File: src/rtl/xform_arbiter_if.sv
// Signal bundle between the transform-engine arbiter, its requesters and the engine.
// slave is the arbiter's view; master is the environment (requesters + engine).
interface xform_arbiter_if #(
  parameter int NUM_REQ = 4,
  parameter int ID_W    = 2
);
  logic [NUM_REQ-1:0]    req_valid;
  logic [NUM_REQ*32-1:0] req_x;
  logic [NUM_REQ*32-1:0] req_y;
  logic [NUM_REQ*32-1:0] req_z;
  logic [NUM_REQ-1:0]    req_ready;

  logic                  resp_valid;
  logic [ID_W-1:0]       resp_id;
  logic [31:0]           resp_x;
  logic [31:0]           resp_y;
  logic [31:0]           resp_z;
  logic                  resp_err;
  logic                  err_sticky;
  logic                  mtx_lock;

  logic                  eng_start;
  logic [31:0]           eng_x;
  logic [31:0]           eng_y;
  logic [31:0]           eng_z;
  logic                  eng_done;
  logic [31:0]           eng_x_out;
  logic [31:0]           eng_y_out;
  logic [31:0]           eng_z_out;

  modport slave (
    input  req_valid, req_x, req_y, req_z,
    input  eng_done, eng_x_out, eng_y_out, eng_z_out,
    output req_ready,
    output resp_valid, resp_id, resp_x, resp_y, resp_z, resp_err, err_sticky, mtx_lock,
    output eng_start, eng_x, eng_y, eng_z
  );

  modport master (
    output req_valid, req_x, req_y, req_z,
    output eng_done, eng_x_out, eng_y_out, eng_z_out,
    input  req_ready,
    input  resp_valid, resp_id, resp_x, resp_y, resp_z, resp_err, err_sticky, mtx_lock,
    input  eng_start, eng_x, eng_y, eng_z
  );
endinterface

File: src/rtl/xform_arbiter.sv
// Round-robin arbiter sharing one vector-matrix transform engine among NUM_REQ requesters,
// with operand hold, timeout watchdog and a post-reset drain for the reset-less engine.
module xform_arbiter #(
  parameter int NUM_REQ = 4,
  parameter int ID_W    = 2,
  parameter int TIMEOUT = 255
) (
  input  logic           clk,
  input  logic           reset_n,
  xform_arbiter_if.slave bus
);
  localparam int W     = 32;
  localparam int CNT_W = $clog2(TIMEOUT + 1);

  typedef enum logic [2:0] {
    DRAIN     = 3'd0,
    IDLE      = 3'd1,
    ISSUE     = 3'd2,
    WAIT_BUSY = 3'd3,
    WAIT_DONE = 3'd4,
    RESPOND   = 3'd5
  } state_t;

  state_t             state_r;
  state_t             state_s;
  logic [ID_W-1:0]    rr_ptr_r;
  logic [ID_W-1:0]    id_r;
  logic [ID_W-1:0]    win_s;
  logic [ID_W-1:0]    idx_s;
  logic               found_s;
  logic               tmo_hit_s;
  logic               tmo_s;
  logic [NUM_REQ-1:0] req_ready_s;
  logic [CNT_W-1:0]   cnt_r;

  logic [W-1:0]       eng_x_r;
  logic [W-1:0]       eng_y_r;
  logic [W-1:0]       eng_z_r;
  logic [W-1:0]       resp_x_r;
  logic [W-1:0]       resp_y_r;
  logic [W-1:0]       resp_z_r;
  logic [ID_W-1:0]    resp_id_r;
  logic               resp_valid_r;
  logic               resp_err_r;
  logic               err_sticky_r;
  logic               mtx_lock_r;
  logic               eng_start_r;

  // Counter is cleared in ISSUE, so this compare marks the edge on which it reaches TIMEOUT-1.
  assign tmo_hit_s = (cnt_r == CNT_W'(TIMEOUT - 2));

  // Round-robin winner search beginning at rr_ptr_r.
  always_comb begin
    found_s = 1'b0;
    win_s   = '0;
    idx_s   = '0;
    for (int k = 0; k < NUM_REQ; k++) begin
      idx_s = ID_W'((int'(rr_ptr_r) + k) % NUM_REQ);
      if (!found_s && bus.req_valid[idx_s]) begin
        found_s = 1'b1;
        win_s   = idx_s;
      end else begin
        found_s = found_s;
      end
    end
  end

  // Next-state logic and the combinational accept pulse.
  always_comb begin
    state_s     = state_r;
    tmo_s       = 1'b0;
    req_ready_s = '0;
    case (state_r)
      DRAIN: begin
        if (bus.eng_done) begin
          state_s = IDLE;
        end else begin
          state_s = DRAIN;
        end
      end
      IDLE: begin
        if (found_s) begin
          state_s            = ISSUE;
          req_ready_s[win_s] = 1'b1;
        end else begin
          state_s = IDLE;
        end
      end
      ISSUE: begin
        state_s = WAIT_BUSY;
      end
      WAIT_BUSY: begin
        // done is still high from the previous op in the start cycle; wait for it to drop
        if (!bus.eng_done) begin
          state_s = WAIT_DONE;
        end else if (tmo_hit_s) begin
          state_s = RESPOND;
          tmo_s   = 1'b1;
        end else begin
          state_s = WAIT_BUSY;
        end
      end
      WAIT_DONE: begin
        if (bus.eng_done) begin
          state_s = RESPOND;
        end else if (tmo_hit_s) begin
          state_s = RESPOND;
          tmo_s   = 1'b1;
        end else begin
          state_s = WAIT_DONE;
        end
      end
      RESPOND: begin
        if (resp_err_r) begin
          state_s = DRAIN;
        end else begin
          state_s = IDLE;
        end
      end
      default: begin
        state_s = DRAIN;
      end
    endcase
  end

  // FSM state, round-robin pointer, watchdog counter and strobe outputs.
  always_ff @(posedge clk or negedge reset_n) begin
    if (!reset_n) begin
      state_r      <= DRAIN;
      rr_ptr_r     <= '0;
      cnt_r        <= '0;
      eng_start_r  <= 1'b0;
      mtx_lock_r   <= 1'b0;
      resp_valid_r <= 1'b0;
    end else begin
      state_r      <= state_s;
      eng_start_r  <= (state_s == ISSUE);
      mtx_lock_r   <= (state_s inside {ISSUE, WAIT_BUSY, WAIT_DONE, RESPOND});
      resp_valid_r <= (state_s == RESPOND);
      if (state_r == IDLE && found_s) begin
        rr_ptr_r <= ID_W'((int'(win_s) + 32'sd1) % NUM_REQ);
      end
      if (state_r == ISSUE) begin
        cnt_r <= '0;
      end else if (state_r == WAIT_BUSY || state_r == WAIT_DONE) begin
        cnt_r <= cnt_r + CNT_W'(1);
      end
    end
  end

  // Operand capture on grant and result / error capture on completion.
  always_ff @(posedge clk or negedge reset_n) begin
    if (!reset_n) begin
      id_r         <= '0;
      eng_x_r      <= '0;
      eng_y_r      <= '0;
      eng_z_r      <= '0;
      resp_id_r    <= '0;
      resp_x_r     <= '0;
      resp_y_r     <= '0;
      resp_z_r     <= '0;
      resp_err_r   <= 1'b0;
      err_sticky_r <= 1'b0;
    end else begin
      if (state_r == IDLE && found_s) begin
        id_r    <= win_s;
        eng_x_r <= bus.req_x[W*win_s +: W];
        eng_y_r <= bus.req_y[W*win_s +: W];
        eng_z_r <= bus.req_z[W*win_s +: W];
      end
      if (state_r == ISSUE) begin
        resp_err_r <= 1'b0;
      end
      if (tmo_s) begin
        resp_x_r     <= '0;
        resp_y_r     <= '0;
        resp_z_r     <= '0;
        resp_err_r   <= 1'b1;
        err_sticky_r <= 1'b1;
      end else if (state_r == WAIT_DONE && bus.eng_done) begin
        resp_x_r <= bus.eng_x_out;
        resp_y_r <= bus.eng_y_out;
        resp_z_r <= bus.eng_z_out;
      end
      if (state_s == RESPOND) begin
        resp_id_r <= id_r;
      end
    end
  end

  assign bus.req_ready  = req_ready_s;
  assign bus.resp_valid = resp_valid_r;
  assign bus.resp_id    = resp_id_r;
  assign bus.resp_x     = resp_x_r;
  assign bus.resp_y     = resp_y_r;
  assign bus.resp_z     = resp_z_r;
  assign bus.resp_err   = resp_err_r;
  assign bus.err_sticky = err_sticky_r;
  assign bus.mtx_lock   = mtx_lock_r;
  assign bus.eng_start  = eng_start_r;
  assign bus.eng_x      = eng_x_r;
  assign bus.eng_y      = eng_y_r;
  assign bus.eng_z      = eng_z_r;
endmodule

File: src/flat_wrapper.sv
// flat-port wrapper written by rule: the top's interface ports become plain ports
module xform_arbiter_flat 
#(
  parameter int NUM_REQ = 4,
  parameter int ID_W    = 2,
  parameter int TIMEOUT = 255
)
  (clk, reset_n, bus_req_valid, bus_req_x, bus_req_y, bus_req_z, bus_eng_done, bus_eng_x_out, bus_eng_y_out, bus_eng_z_out, bus_req_ready, bus_resp_valid, bus_resp_id, bus_resp_x, bus_resp_y, bus_resp_z, bus_resp_err, bus_err_sticky, bus_mtx_lock, bus_eng_start, bus_eng_x, bus_eng_y, bus_eng_z);
  xform_arbiter_if #(.NUM_REQ(NUM_REQ), .ID_W(ID_W)) bus_i ();
  input  logic clk;
  input  logic reset_n;
  input wire logic [$bits(bus_i.req_valid)-1:0] bus_req_valid;
  input wire logic [$bits(bus_i.req_x)-1:0] bus_req_x;
  input wire logic [$bits(bus_i.req_y)-1:0] bus_req_y;
  input wire logic [$bits(bus_i.req_z)-1:0] bus_req_z;
  input wire logic [$bits(bus_i.eng_done)-1:0] bus_eng_done;
  input wire logic [$bits(bus_i.eng_x_out)-1:0] bus_eng_x_out;
  input wire logic [$bits(bus_i.eng_y_out)-1:0] bus_eng_y_out;
  input wire logic [$bits(bus_i.eng_z_out)-1:0] bus_eng_z_out;
  output wire logic [$bits(bus_i.req_ready)-1:0] bus_req_ready;
  output wire logic [$bits(bus_i.resp_valid)-1:0] bus_resp_valid;
  output wire logic [$bits(bus_i.resp_id)-1:0] bus_resp_id;
  output wire logic [$bits(bus_i.resp_x)-1:0] bus_resp_x;
  output wire logic [$bits(bus_i.resp_y)-1:0] bus_resp_y;
  output wire logic [$bits(bus_i.resp_z)-1:0] bus_resp_z;
  output wire logic [$bits(bus_i.resp_err)-1:0] bus_resp_err;
  output wire logic [$bits(bus_i.err_sticky)-1:0] bus_err_sticky;
  output wire logic [$bits(bus_i.mtx_lock)-1:0] bus_mtx_lock;
  output wire logic [$bits(bus_i.eng_start)-1:0] bus_eng_start;
  output wire logic [$bits(bus_i.eng_x)-1:0] bus_eng_x;
  output wire logic [$bits(bus_i.eng_y)-1:0] bus_eng_y;
  output wire logic [$bits(bus_i.eng_z)-1:0] bus_eng_z;
  assign bus_i.req_valid = bus_req_valid;
  assign bus_i.req_x = bus_req_x;
  assign bus_i.req_y = bus_req_y;
  assign bus_i.req_z = bus_req_z;
  assign bus_i.eng_done = bus_eng_done;
  assign bus_i.eng_x_out = bus_eng_x_out;
  assign bus_i.eng_y_out = bus_eng_y_out;
  assign bus_i.eng_z_out = bus_eng_z_out;
  assign bus_req_ready = bus_i.req_ready;
  assign bus_resp_valid = bus_i.resp_valid;
  assign bus_resp_id = bus_i.resp_id;
  assign bus_resp_x = bus_i.resp_x;
  assign bus_resp_y = bus_i.resp_y;
  assign bus_resp_z = bus_i.resp_z;
  assign bus_resp_err = bus_i.resp_err;
  assign bus_err_sticky = bus_i.err_sticky;
  assign bus_mtx_lock = bus_i.mtx_lock;
  assign bus_eng_start = bus_i.eng_start;
  assign bus_eng_x = bus_i.eng_x;
  assign bus_eng_y = bus_i.eng_y;
  assign bus_eng_z = bus_i.eng_z;
  xform_arbiter #(.NUM_REQ(NUM_REQ), .ID_W(ID_W), .TIMEOUT(TIMEOUT)) u_core (.clk(clk), .reset_n(reset_n), .bus(bus_i));
endmodule
File: config.mk
export PLATFORM = sky130hd
export DESIGN_NAME = xform_arbiter_flat
export DESIGN_NICKNAME = d
export VERILOG_FILES = /design/src/rtl/xform_arbiter_if.sv /design/src/rtl/xform_arbiter.sv /design/src/flat_wrapper.sv
export SDC_FILE = /design/constraint.sdc
export NUM_CORES = 1
export LEC_CHECK = 0
export BUFFER_PORTS_ARGS = -buffer_cell sky130_fd_sc_hd__buf_4
export CELL_PAD_IN_SITES_DETAIL_PLACEMENT = 1
export CELL_PAD_IN_SITES_GLOBAL_PLACEMENT = 1
export CORE_AREA = 2 2 267 269
export DETAILED_ROUTE_END_ITERATION = 7
export DIE_AREA = 0 0 269 271
export PLACE_DENSITY = 0.49
export SKIP_CTS_REPAIR_TIMING = 1
export SYNTH_ARGS = -nofsm -noshare
export SYNTH_HDL_FRONTEND = slang
export SYNTH_SLANG_ARGS = --single-unit
export TNS_END_PERCENT = 10
File: constraint.sdc
create_clock -name clk -period 2.4 [get_ports clk]
set_input_delay 0.24 -clock clk [delete_from_list [all_inputs] [get_ports clk]]
set_output_delay 0.24 -clock clk [all_outputs]
set_load 0.01 [all_outputs]
# [After elaboration in Yosys (flattened, before gate mapping)]
# Index checks and enable logic that the tools add are counted.
[word_totals] out_inout_bits=203 ramBits=0 mem_bits_ro=0 latch_bits=0 wordCells=97 n_memories=0 input_bits=487 register_bits=214
[op_classes] reduce_logical=15 shift=3 eq_ne=10 add_sub_neg=5 n_mux=42 n_mul=0 order_cmp=6 bitwise=0 div_mod_pow=0
[ops] op="128-bit by 8-bit variable part select with 32-bit output" count=3
[ops] op="32-bit 2-to-1 mux" count=6
[ops] op="3-bit case mux with 6 select lines" count=1
[ops] op="1-bit 2-to-1 mux" count=17
[ops] op="8-bit 2-to-1 mux" count=2
[ops] op="2-bit by 3-bit < comparator with 1-bit output, second input constant" count=5
[ops] op="3-bit by 2-bit == test with 1-bit output, second input constant" count=4
[ops] op="3-bit == test, second input constant" count=4
[ops] op="2-bit 2-to-1 mux" count=5
[ops] op="3-bit 2-to-1 mux" count=3
[ops] op="8-bit by 1-bit adder with 8-bit output, second input constant" count=1
[ops] op="1-bit binary-select mux with 2-bit select" count=4
[ops] op="8-bit == test, second input constant" count=1
[ops] op="4-bit 2-to-1 mux" count=2
[ops] op="1-bit logical AND" count=6
[ops] op="2-bit nonzero test" count=3
[ops] op="2-bit by 1-bit adder with 2-bit output, second input constant" count=2
[ops] op="2-bit adder, second input constant" count=2
[ops] op="4-bit nonzero test" count=1
[ops] op="3-bit by 1-bit == test with 1-bit output, second input constant" count=1
[ops] op="1-bit zero test" count=3
[ops] op="3-bit zero test" count=1
[ops] op="1-bit demux with 2-bit select" count=1
[ops] op="2-bit by 1-bit greater-or-equal comparator with 1-bit output, second input constant" count=1
[ops] op="2 further kinds" count=2

# [Longest topological paths before layout]
# Gate-level depths: netlist of run 1.
[logic_depth] ltp_word=18 ltp_mapped=9 mapped_depth_nobuf=7

# [Least setup slack after synthesis of run 1]
# No wires, ideal clock.
[synth_timing] kind="flip-flop to output port" from="reg u_core.rr_ptr_r[1]" to="out bus_req_ready[0]" slack_ns=0.395 stages_incl_launch_ff=9 arrival_time_ns=1.765 n_path_buf=2 t_required_ns=2.160 cell_sequence="dfrtp_1 > mux2i_1 > nor2_2 > nor3_2 > inv_2 > buf_6 > buf_4 > ha_1 > and3_1"
[synth_via] elab_chain_cells=18 elab_cells_between_ends=32 classes_between="add/sub (3); order compare (2); mux (20); reduce/logical (7)"
[synth_rtl] element="from (decl)" line_no="xform_arbiter.sv:26" rtl="logic [ID_W-1:0] rr_ptr_r;"
[synth_rtl] element="from (signal assigned)" line_no="xform_arbiter.sv:141" rtl="rr_ptr_r <= ID_W'((int'(win_s) + 32'sd1) % NUM_REQ);"
[synth_rtl] element="branches (longest 11 deep; another with 2-bit by 1-bit adder with 2-bit output)"
[synth_rtl] element="2-bit 2-to-1 mux (*)" line_no="xform_arbiter.sv:59" rtl="if (!found_s && bus.req_valid[idx_s]) begin"
[synth_rtl] element="net u_core.win_s[0]" line_no="xform_arbiter.sv:28" rtl="logic [ID_W-1:0] win_s;"
[synth_rtl] element="2-bit by 3-bit < comparator with 1-bit output (implied by the code) or 2-bit by 1-bit greater-or-equal comparator with 1-bit output (tied branches)" line_no="xform_arbiter.sv:84" rtl="req_ready_s[win_s] = 1'b1;"
[synth_rtl] element="1-bit logical AND (implied by the code)" line_no="xform_arbiter.sv:84"
[synth_rtl] element="1-bit 2-to-1 mux (implied by the code)" line_no="xform_arbiter.sv:84"
[synth_rtl] element="1-bit demux with 2-bit select (*)"
[synth_rtl] element="4-bit 2-to-1 mux (*)" line_no="xform_arbiter.sv:82" rtl="if (found_s) begin"
[synth_rtl] element="4-bit 2-to-1 mux (*)" line_no="xform_arbiter.sv:73" rtl="case (state_r)"
[synth_rtl] element="to (decl)" line_no="flat_wrapper.sv:20" rtl="output wire logic [$bits(bus_i.req_ready)-1:0] bus_req_ready;"
# Mark *: on every way through the listed nets, which the timed path passes. The select of a mux whose other input is x is not followed.

# [Final worst setup path of run 1]
[layout_timing] from="reg u_core.state_r[0]" to="out bus_req_ready[1]"
[layout_via] elab_chain_cells=2
[layout_rtl] element="from (decl)" line_no="xform_arbiter.sv:24" rtl="state_t state_r;"
[layout_rtl] element="from (signal assigned)" line_no="xform_arbiter.sv:136" rtl="state_r <= state_s;"
[layout_rtl] element="3-bit by 1-bit == test with 1-bit output" line_no="xform_arbiter.sv:73"
[layout_rtl] element="4-bit 2-to-1 mux" line_no="xform_arbiter.sv:73"
# No other way between the ends.

==> run_results.csv, run 1 <==
group,metric,value,unit
run_status,outcome,"complete, but fails checks",
run_status,violations,"hold timing, setup timing",
setup_path,cp-start-kind,"flop",
yosys,synth_warnings,0,
global_routing,antenna_found_initial,7,
yosys,syn_nets,1819,
setup_path,end_kind,"primary output",
place,placed_cell_area,18500,µm²
setup_path,r2r-end,"u_core.bus.eng_x[26]$_DFFE_PN0P_",
global_routing,grt_usage,17.9,%
drt,wl_met2,34100,µm
yosys,synth_area,11900,µm²
drt,dr.pass1.iters,4,
drt,drt_wl_total,70500,µm
floorplanning,design.core.area,69800,µm²
power,p_per_area,1060,nW/µm²
setup_path,rrSetupSlack,0,ns
yosys,netlist_top_cells_area,"dfrtp_1, nand2_1, mux2i_1, a21o_1, o211ai_1",
setup_path,crit_end,"bus_req_ready[1]",
yosys,synthAdderAreaFrac,0.712,%
yosys,synth_edf_count,0,
yosys,synth_top_family_by_area,"compound AO/OA/AOI/OAI gates",
drt,ant_nets,0,
drt,top_layer,"met5",
yosys,syn_area_per_cell,9.01,µm²
floorplanning,die_y,271,µm
cts,cts-htree-levels,1,
drt,drc_errors,0,
layout,area_delta_synth_final,75.2,%
global_routing,grt_pass1_vias,14500,
layout,finalNetCount,2591,
yosys,synthArstFlopShare,100,%
layout,final_core_util,30.0,%
timing,tightest_slew,0.853,ns
setup_path,r2r_start,"u_core.state_r[0]$_DFF_PN0_",
yosys,synthXorXnorAreaFrac,0.147,%
drt,dr.first_iter.drc_count,607,
yosys,ys_seq_area_share,44.8,%
timing,rsz0062_at_grt,"yes",
floorplanning,num_rows,97,
setup_path,cp.arrival,2.23,ns
yosys,ys_ff_latch,214,
setup_path,crit_path_max_fanout,8,
global_routing,grt-ovfl-total,0,
yosys,synth-compound-area-share,23.6,%
yosys,synthMuxAreaShare,8.40,%
drt,wl_met3,6840,µm
cts,cts.clk_slew.worst_paths,0.06,ns
timing,fin_crit_sh,103,%
power,total_power,22.2,mW
timing,fin_skew,0.00972,ns
timing,clock.fmax,404,MHz
yosys,synthCells,1326,
yosys,yosys.area.top_type,"dfrtp_1",
power,p_leak,9.96,nW
drt,wl_met1,27800,µm
global_routing,grt_max_degree,101,
cts,clk_latency,0.58,ns
setup_path,crit_start,"u_core.state_r[0]$_DFF_PN0_",
place,place.gp.congestion,0.821,
timing,period_needed,2.47,ns
place,port_buffers,689,
global_routing,grt_pass1_wl,97800,µm
run,drv_cap,0,
setup_path,cp_data_required_time,2.16,ns
cts,cts_buffers,29,
timing,setup_ws,-0.0724,ns
cts,cts_tree,"done",
timing,finalHoldViolations,7,
timing,drv_slew,0,
floorplanning,die_x,269,µm
cts,cts_sinks,214,
place,hpwl,49900,µm
timing,timing.hold.ws,-0.0120,ns
setup_path,worstSetupPathType,"flop to primary output",
floorplanning,ios,690,
cts,cts.path.max_buffers,3,
min_path,hold_class,"input port to flop",
place,place_ws,0.0261,ns
floorplanning,start_util,17.1,%
yosys,ys_types,46,
layout,final_area,20900,µm²
yosys,synthSimpleGateAreaFrac,16.9,%
drt,via_per_inst,4.52,
drt,vias,13800,
cts,root_buffer,"clkbuf_16",
layout,drive_gt1_share,39.3,%
yosys,synthTopCellsByCount,"nand2_1, dfrtp_1, a21oi_1, a21o_1, mux2i_1",
yosys,yosysMostFrequentCell,"nand2_1",
timing,setup-violations-final,5,
min_path,worstHoldStart,"bus_req_z[69]",
setup_path,reg2reg_depth,7,
floorplanning,dieArea,72900,µm²
power,peakVddDrop,0.000573,V
timing,slew_headroom,42.9,%
yosys,synth_top_area_share,44.8,%
drt,routedWlPerCell,23.0,µm
yosys,synth-main-ff-cell,"dfrtp_1",
[worst max-delay path, stage by stage (launching register included)]
cell,delay [ns]
dfrtp_1,0.47
nor3b_2,0.75
and3_4,0.31
buf_4,0.12
[report_power, final]
group | switching (mW) | internal [mW] | total, mW
Combinational | 6.20 | 5.22 | 11.4
Sequential | 1.05 | 5.28 | 6.33
Clock | 1.82 | 2.61 | 4.43
[cell families after synthesis]
kind of cell | count (synthesis)
muxes | 100
xor gates and xnor gates | 2
DFF | 214
and+or+nand+nor | 443
AOI/OAI and AO/OA | 413
buffers and inverters | 147
adders and majority gates | 7
[state kept, by name, summed over array words and instances, names as in the netlist]
signal / flops
u_core.bus.eng_y: 32
u_core.bus.resp_err: 1
u_core.bus.eng_start: 1
u_core.bus.eng_x: 32
u_core.bus.resp_id: 2
u_core.cnt_r: 8
u_core.bus.resp_z: 32
u_core.bus.mtx_lock: 1
u_core.bus.err_sticky: 1
u_core.state_r: 3
u_core.bus.resp_y: 32
u_core.id_r: 2
u_core.bus.eng_z: 32
u_core.rr_ptr_r: 2
u_core.bus.resp_x: 32
u_core.bus.resp_valid: 1
[stage by stage]
stage	setup TNS, ns	cells
floorplan	0	1326
global placement	0	2870
detailed placement	0	2870
CTS	-1.84	2923
global route	-2.46	3062
finish	-0.230	3062
[worst min-delay path by stage]
stage               slack (ns)                          endpoint  cells past startpoint
global route            0.0003  u_core.bus.eng_x[17]$_DFFE_PN0P_                      3
finish                   -0.01   u_core.bus.eng_z[5]$_DFFE_PN0P_                      3
detailed placement        0.21   u_core.bus.eng_x[9]$_DFFE_PN0P_                      1
global placement          0.23   u_core.bus.eng_x[9]$_DFFE_PN0P_                      1
CTS                      -0.41   u_core.bus.eng_x[9]$_DFFE_PN0P_                      1
floorplan                -0.06    u_core.bus.eng_start$_DFF_PN0_                      0
[layout by cell type (no fill, tap or decap), types with 3 or more instances in the layout]
cell type	count
a21o_1	98
a21oi_1	105
and3_4	3
buf_12	24
buf_4	720
clkbuf_1	5
clkbuf_16	31
clkbuf_8	6
clkinv_2	8
dfrtp_1	212
dlygate4sd3_1	130
ha_1	4
inv_1	6
mux2i_1	97
nand2_1	298
nand2_4	3
nand3_1	4
nand4_1	97
nor2_1	10
nor2_4	4
o211ai_1	96
o21ai_0	9
o31ai_1	96
[area by class of cell]
type,count,area [µm²]
Fill cell,8136,48900
Timing Repair Buffer,880,7300
Multi-Input combinational cell,965,6110
Sequential cell,214,5360
Tap cell,940,1180
Clock buffer,40,827
Clock inverter,13,125
Inverter,8,35.0
Antenna cell,2,5.00
[metal layers]
| metal | vias up | track usage (%) |
|---|---|---|
| met1 | 6839 | 20.8 |
| li1 | 6387 | - |
| met2 | 532 | 30.5 |
| met4 | 10 | 4.94 |
| met5 | - | 0 |
| met3 | 81 | 6.64 |
Power figures use the tool's default switching activity.
==> inputs of run 2 (changes only) <==
Settings changed: BUFFER_PORTS_ARGS -buffer_cell sky130_fd_sc_hd__buf_4 to not set, CORE_AREA 2 2 267 269 to 2 2 265 267, DIE_AREA 0 0 269 271 to 0 0 267 269, DONT_BUFFER_PORTS set to 1, PLACE_DENSITY 0.49 to 0.38.
Clock period 2.4 ns to 2.29 ns, I/O delays scaled along.
==> run_results.csv, run 2 <==
group,metric,value,unit
floorplanning,start_util,17.2,%
cts,cts_buffers,29,
floorplanning,die_x,267,µm
cts,root_buffer,"clkbuf_16",
place,hpwl,40200,µm
yosys,synthTopCellsByCount,"nand2_1, dfrtp_1, a21oi_1, a21o_1, mux2i_1",
yosys,yosys.area.top_type,"dfrtp_1",
place,place.gp.congestion,0.789,
yosys,synthArstFlopShare,100,%
yosys,synthCells,1326,
yosys,syn_area_per_cell,9.01,µm²
floorplanning,ios,690,
yosys,synth_edf_count,0,
floorplanning,die_y,269,µm
cts,cts.path.max_buffers,3,
yosys,synth-main-ff-cell,"dfrtp_1",
run_status,stop_stage,"global routing (5_1_grt)",
cts,cts-htree-levels,1,
global_routing,grt_max_degree,215,
yosys,ys_ff_latch,214,
place,port_buffers,0,
yosys,synth_area,11900,µm²
yosys,ys_seq_area_share,44.8,%
timing,worst-ep-kind,"top-level output",
yosys,ys_types,46,
run_status,error,"[ERROR RSZ-0060] Max buffer count reached.",
timing,crit_endpoint,"bus_req_ready[3]",
yosys,syn_nets,1819,
floorplanning,num_rows,97,
yosys,synth_warnings,0,
yosys,netlist_top_cells_area,"dfrtp_1, nand2_1, mux2i_1, a21o_1, o211ai_1",
cts,cts_sinks,214,
yosys,yosysMostFrequentCell,"nand2_1",
yosys,synth_top_area_share,44.8,%
run_status,outcome,"did not finish",
[run 2: cell counts after synthesis]
Identical to the previous run, type by type.
[run 2: through the flow]
step	setup slack, ns	instances	hold WS, ns	instance area, µm²
detailed placement	0.0879	2183	-0.0606	13300
global placement	0.0756	2183	-0.0607	13300
floorplan	0.296	1326	-0.0666	11900
CTS	-0.444	2237	-0.706	14400
[run 2: cells by family after synthesis]
| group | Yosys count | synth area share (%) |
|---|---|---|
| compound gates | 413 | 23.6 |
| flops | 214 | 44.8 |
| fa+ha+maj | 7 | 0.712 |
| xor+xnor | 2 | 0.147 |
| simple gates | 443 | 16.9 |
| mux | 100 | 8.40 |
| buf+inv | 147 | 5.44 |
==> inputs of run 3 (changes only) <==
Settings changed: CELL_PAD_IN_SITES_DETAIL_PLACEMENT 1 to not set, CELL_PAD_IN_SITES_GLOBAL_PLACEMENT 1 to not set, PLACE_DENSITY 0.38 to not set, PLACE_DENSITY_LB_ADDON set to 0.15.
==> run_results.csv, run 3 (same netlist as run 1, synthesis figures left out) <==
group,metric,value,unit
setup_path,worstSetupPathType,"flop to primary output",
min_path,hold_class,"input port to async pin",
global_routing,grt_usage,15.5,%
global_routing,grt_pass1_wl,81500,µm
place,port_buffers,0,
layout,final_area,19200,µm²
drt,dr.first_iter.drc_count,770,
drt,drc_errors,0,
floorplanning,num_rows,97,
timing,setup-violations-final,4,
timing,fin_setup_tns,-0.398,ns
run_status,outcome,"complete, but fails checks",
cts,cts.clk_slew.worst_paths,0.07,ns
drt,ant_nets,0,
power,p_leak,8.05,nW
place,placed_cells,2203,
floorplanning,die_y,269,µm
setup_path,cp_data_required_time,2.06,ns
setup_path,cp.arrival,2.18,ns
layout,area_delta_synth_final,60.8,%
layout,multi_input_area,6120,µm²
timing,fin_skew,0.0137,ns
floorplanning,design.core.area,69300,µm²
global_routing,grt-ovfl-total,0,
floorplanning,dieArea,71800,µm²
layout,register_area,5360,µm²
place,placed_cell_area,13400,µm²
layout,drive_gt1_share,9.87,%
global_routing,antenna_found_initial,9,
power,p_per_area,1080,nW/µm²
timing,setup_ws,-0.121,ns
drt,routedWlPerCell,23.4,µm
timing,fin_crit_sh,105,%
run_status,violations,"hold timing, setup timing",
run,drv_cap,0,
cts,cts_tree,"done",
global_routing,grt_max_degree,215,
place,place.gp.congestion,0.779,
timing,tightest_slew,0.629,ns
floorplanning,start_util,17.2,%
drt,dr.pass1.iters,5,
timing,timing.hold.ws,-0.657,ns
place,hpwl,43100,µm
power,total_power,20.8,mW
cts,clk_latency,0.59,ns
timing,rsz0062_at_grt,"yes",
setup_path,cp-start-kind,"flop",
drt,vias,12800,
timing,slew_headroom,58.1,%
setup_path,crit_path_max_fanout,5,
layout,final_common_cell,"dlygate4sd3_1",
floorplanning,die_x,267,µm
layout,finalNetCount,2255,
setup_path,slowest_delay,0.43,ns
setup_path,cp_num_buf_inv,2,
cts,cts_sinks,214,
layout,final_cells,2730,
layout,n_fill_cell,7267,
layout,final_core_util,27.7,%
setup_path,path_delay_family,"simple AND/OR/NAND/NOR gates",
floorplanning,ios,690,
global_routing,grt_pass1_vias,10900,
timing,period_needed,2.41,ns
cts,cts-htree-levels,1,
layout,layout_common_cells,"dlygate4sd3_1, nand2_1, dfrtp_1",
power,peakVddDrop,0.000582,V
timing,clock.fmax,415,MHz
drt,drt_wl_total,64000,µm
setup_path,path_cells,"mux2i_4 > nor2_4 > nor3_4 > clkinv_4 > buf_16 > ha_4 > and3_4",
cts,cts.path.max_buffers,3,
cts,cts_buffers,29,
drt,via_per_inst,4.68,
setup_path,end_kind,"primary output",
cts,root_buffer,"clkbuf_16",
timing,finalHoldViolations,219,
setup_path,crit_slowest_cell,"dfrtp_2",
timing,drv_slew,0,
[run 3: per-layer routing]
metal | routed length [µm] | vias to the layer above | track usage [%]
met2 | 31500 | 749 | 26.5
met4 | 2280 | 2 | 5.91
met5 | 12 | - | 0
li1 | - | 5715 | -
met1 | 24500 | 6199 | 17.8
met3 | 5690 | 113 | 5.23
[run 3: layout make-up]
class | count | area share (%)
antenna | 7 | 0.0912
inverter | 8 | 0.182
clock buffer | 45 | 4.46
timing repair buffer | 544 | 28.9
multi-input combinational | 965 | 31.9
clock inverter | 7 | 0.482
sequential | 214 | 27.9
tap | 940 | 6.12
[run 3: path summary, 6_finish.rpt]
check	start	endpoint	slack (ns)	cells after the start
min in group clk	bus_req_y[110]	u_core.bus.eng_y[14]$_DFFE_PN0P_	-0.04	2
worst max register to register	u_core.rr_ptr_r[1]$_DFFE_PN0P_	u_core.bus.eng_y[18]$_DFFE_PN0P_	0.05	9
worst min register to register	u_core.id_r[1]$_DFFE_PN0P_	u_core.id_r[1]$_DFFE_PN0P_	0.48	2
max in group asynchronous	reset_n	u_core.bus.eng_x[20]$_DFFE_PN0P_	2.60	0
worst min-delay path	reset_n	u_core.bus.resp_x[0]$_DFFE_PN0P_	-0.66	0
worst max-delay path	u_core.rr_ptr_r[1]$_DFFE_PN0P_	bus_req_ready[0]	-0.12	7
[run 3: stage by stage]
step           hold WS, ns  setup WS, ns
2_1_floorplan      -0.0666         0.296
3_3_place_gp       -0.0610        -0.167
3_5_place_dp       -0.0614        -0.184
4_1_cts             -0.692        -0.570
5_1_grt             -0.686        -0.233
6_report            -0.657        -0.121
[run 3: power by group]
part,switching (mW),internal (mW),total (mW)
Combinational,4.51,3.65,8.16
Clock,1.92,2.77,4.68
Sequential,2.43,5.53,7.96
==> inputs of run 4 (changes only) <==
Settings changed: CORE_AREA 2 2 265 267 to 2 2 266 268, DIE_AREA 0 0 267 269 to 0 0 268 270, SLEW_MARGIN set to 40.
==> run_results.csv, run 4 <==
group,metric,value,unit
timing,worst-ep-kind,"top-level output",
place,placed_cell_area,13200,µm²
cts,cts-htree-levels,1,
yosys,ys_ff_latch,214,
global_routing,grt_max_degree,215,
yosys,syn_nets,1819,
yosys,syn_area_per_cell,9.01,µm²
place,hpwl,39500,µm
run_status,error,"[ERROR RSZ-0060] Max buffer count reached.",
yosys,netlist_top_cells_area,"dfrtp_1, nand2_1, mux2i_1, a21o_1, o211ai_1",
yosys,ys_types,46,
run_status,outcome,"did not finish",
yosys,synth_area,11900,µm²
place,placed_cells,2176,
cts,cts_sinks,214,
yosys,synth_edf_count,0,
yosys,yosysMostFrequentCell,"nand2_1",
place,place.gp.congestion,0.802,
yosys,ys_seq_area_share,44.8,%
cts,cts.path.max_buffers,3,
yosys,yosys.area.top_type,"dfrtp_1",
yosys,synth_warnings,0,
place,port_buffers,0,
yosys,synthCells,1326,
floorplanning,die_y,270,µm
yosys,synth-main-ff-cell,"dfrtp_1",
floorplanning,start_util,17.2,%
floorplanning,ios,690,
run_status,stop_stage,"global routing (5_1_grt)",
cts,root_buffer,"clkbuf_16",
yosys,synthArstFlopShare,100,%
floorplanning,num_rows,97,
yosys,synthTopCellsByCount,"nand2_1, dfrtp_1, a21oi_1, a21o_1, mux2i_1",
timing,crit_endpoint,"bus_req_ready[0]",
cts,cts_buffers,29,
floorplanning,die_x,268,µm
yosys,synth_top_area_share,44.8,%
==> run 4: cell counts after synthesis <==
No cell type changed its count.
==> run 4: cells by family after synthesis <==
| family | after synthesis | synth area share [%] |
|---|---|---|
| fa+ha+maj | 7 | 0.712 |
| flops | 214 | 44.8 |
| buf+inv | 147 | 5.44 |
| mux | 100 | 8.40 |
| compound gates | 413 | 23.6 |
| simple gates | 443 | 16.9 |
| xor+xnor | 2 | 0.147 |
==> run 4: metrics by stage <==
step	setup WS, ns	util, %
after detailed placement	-0.0976	19.0
after CTS	-0.411	20.3
after floorplan	0.296	-
after global placement	-0.0911	19.0
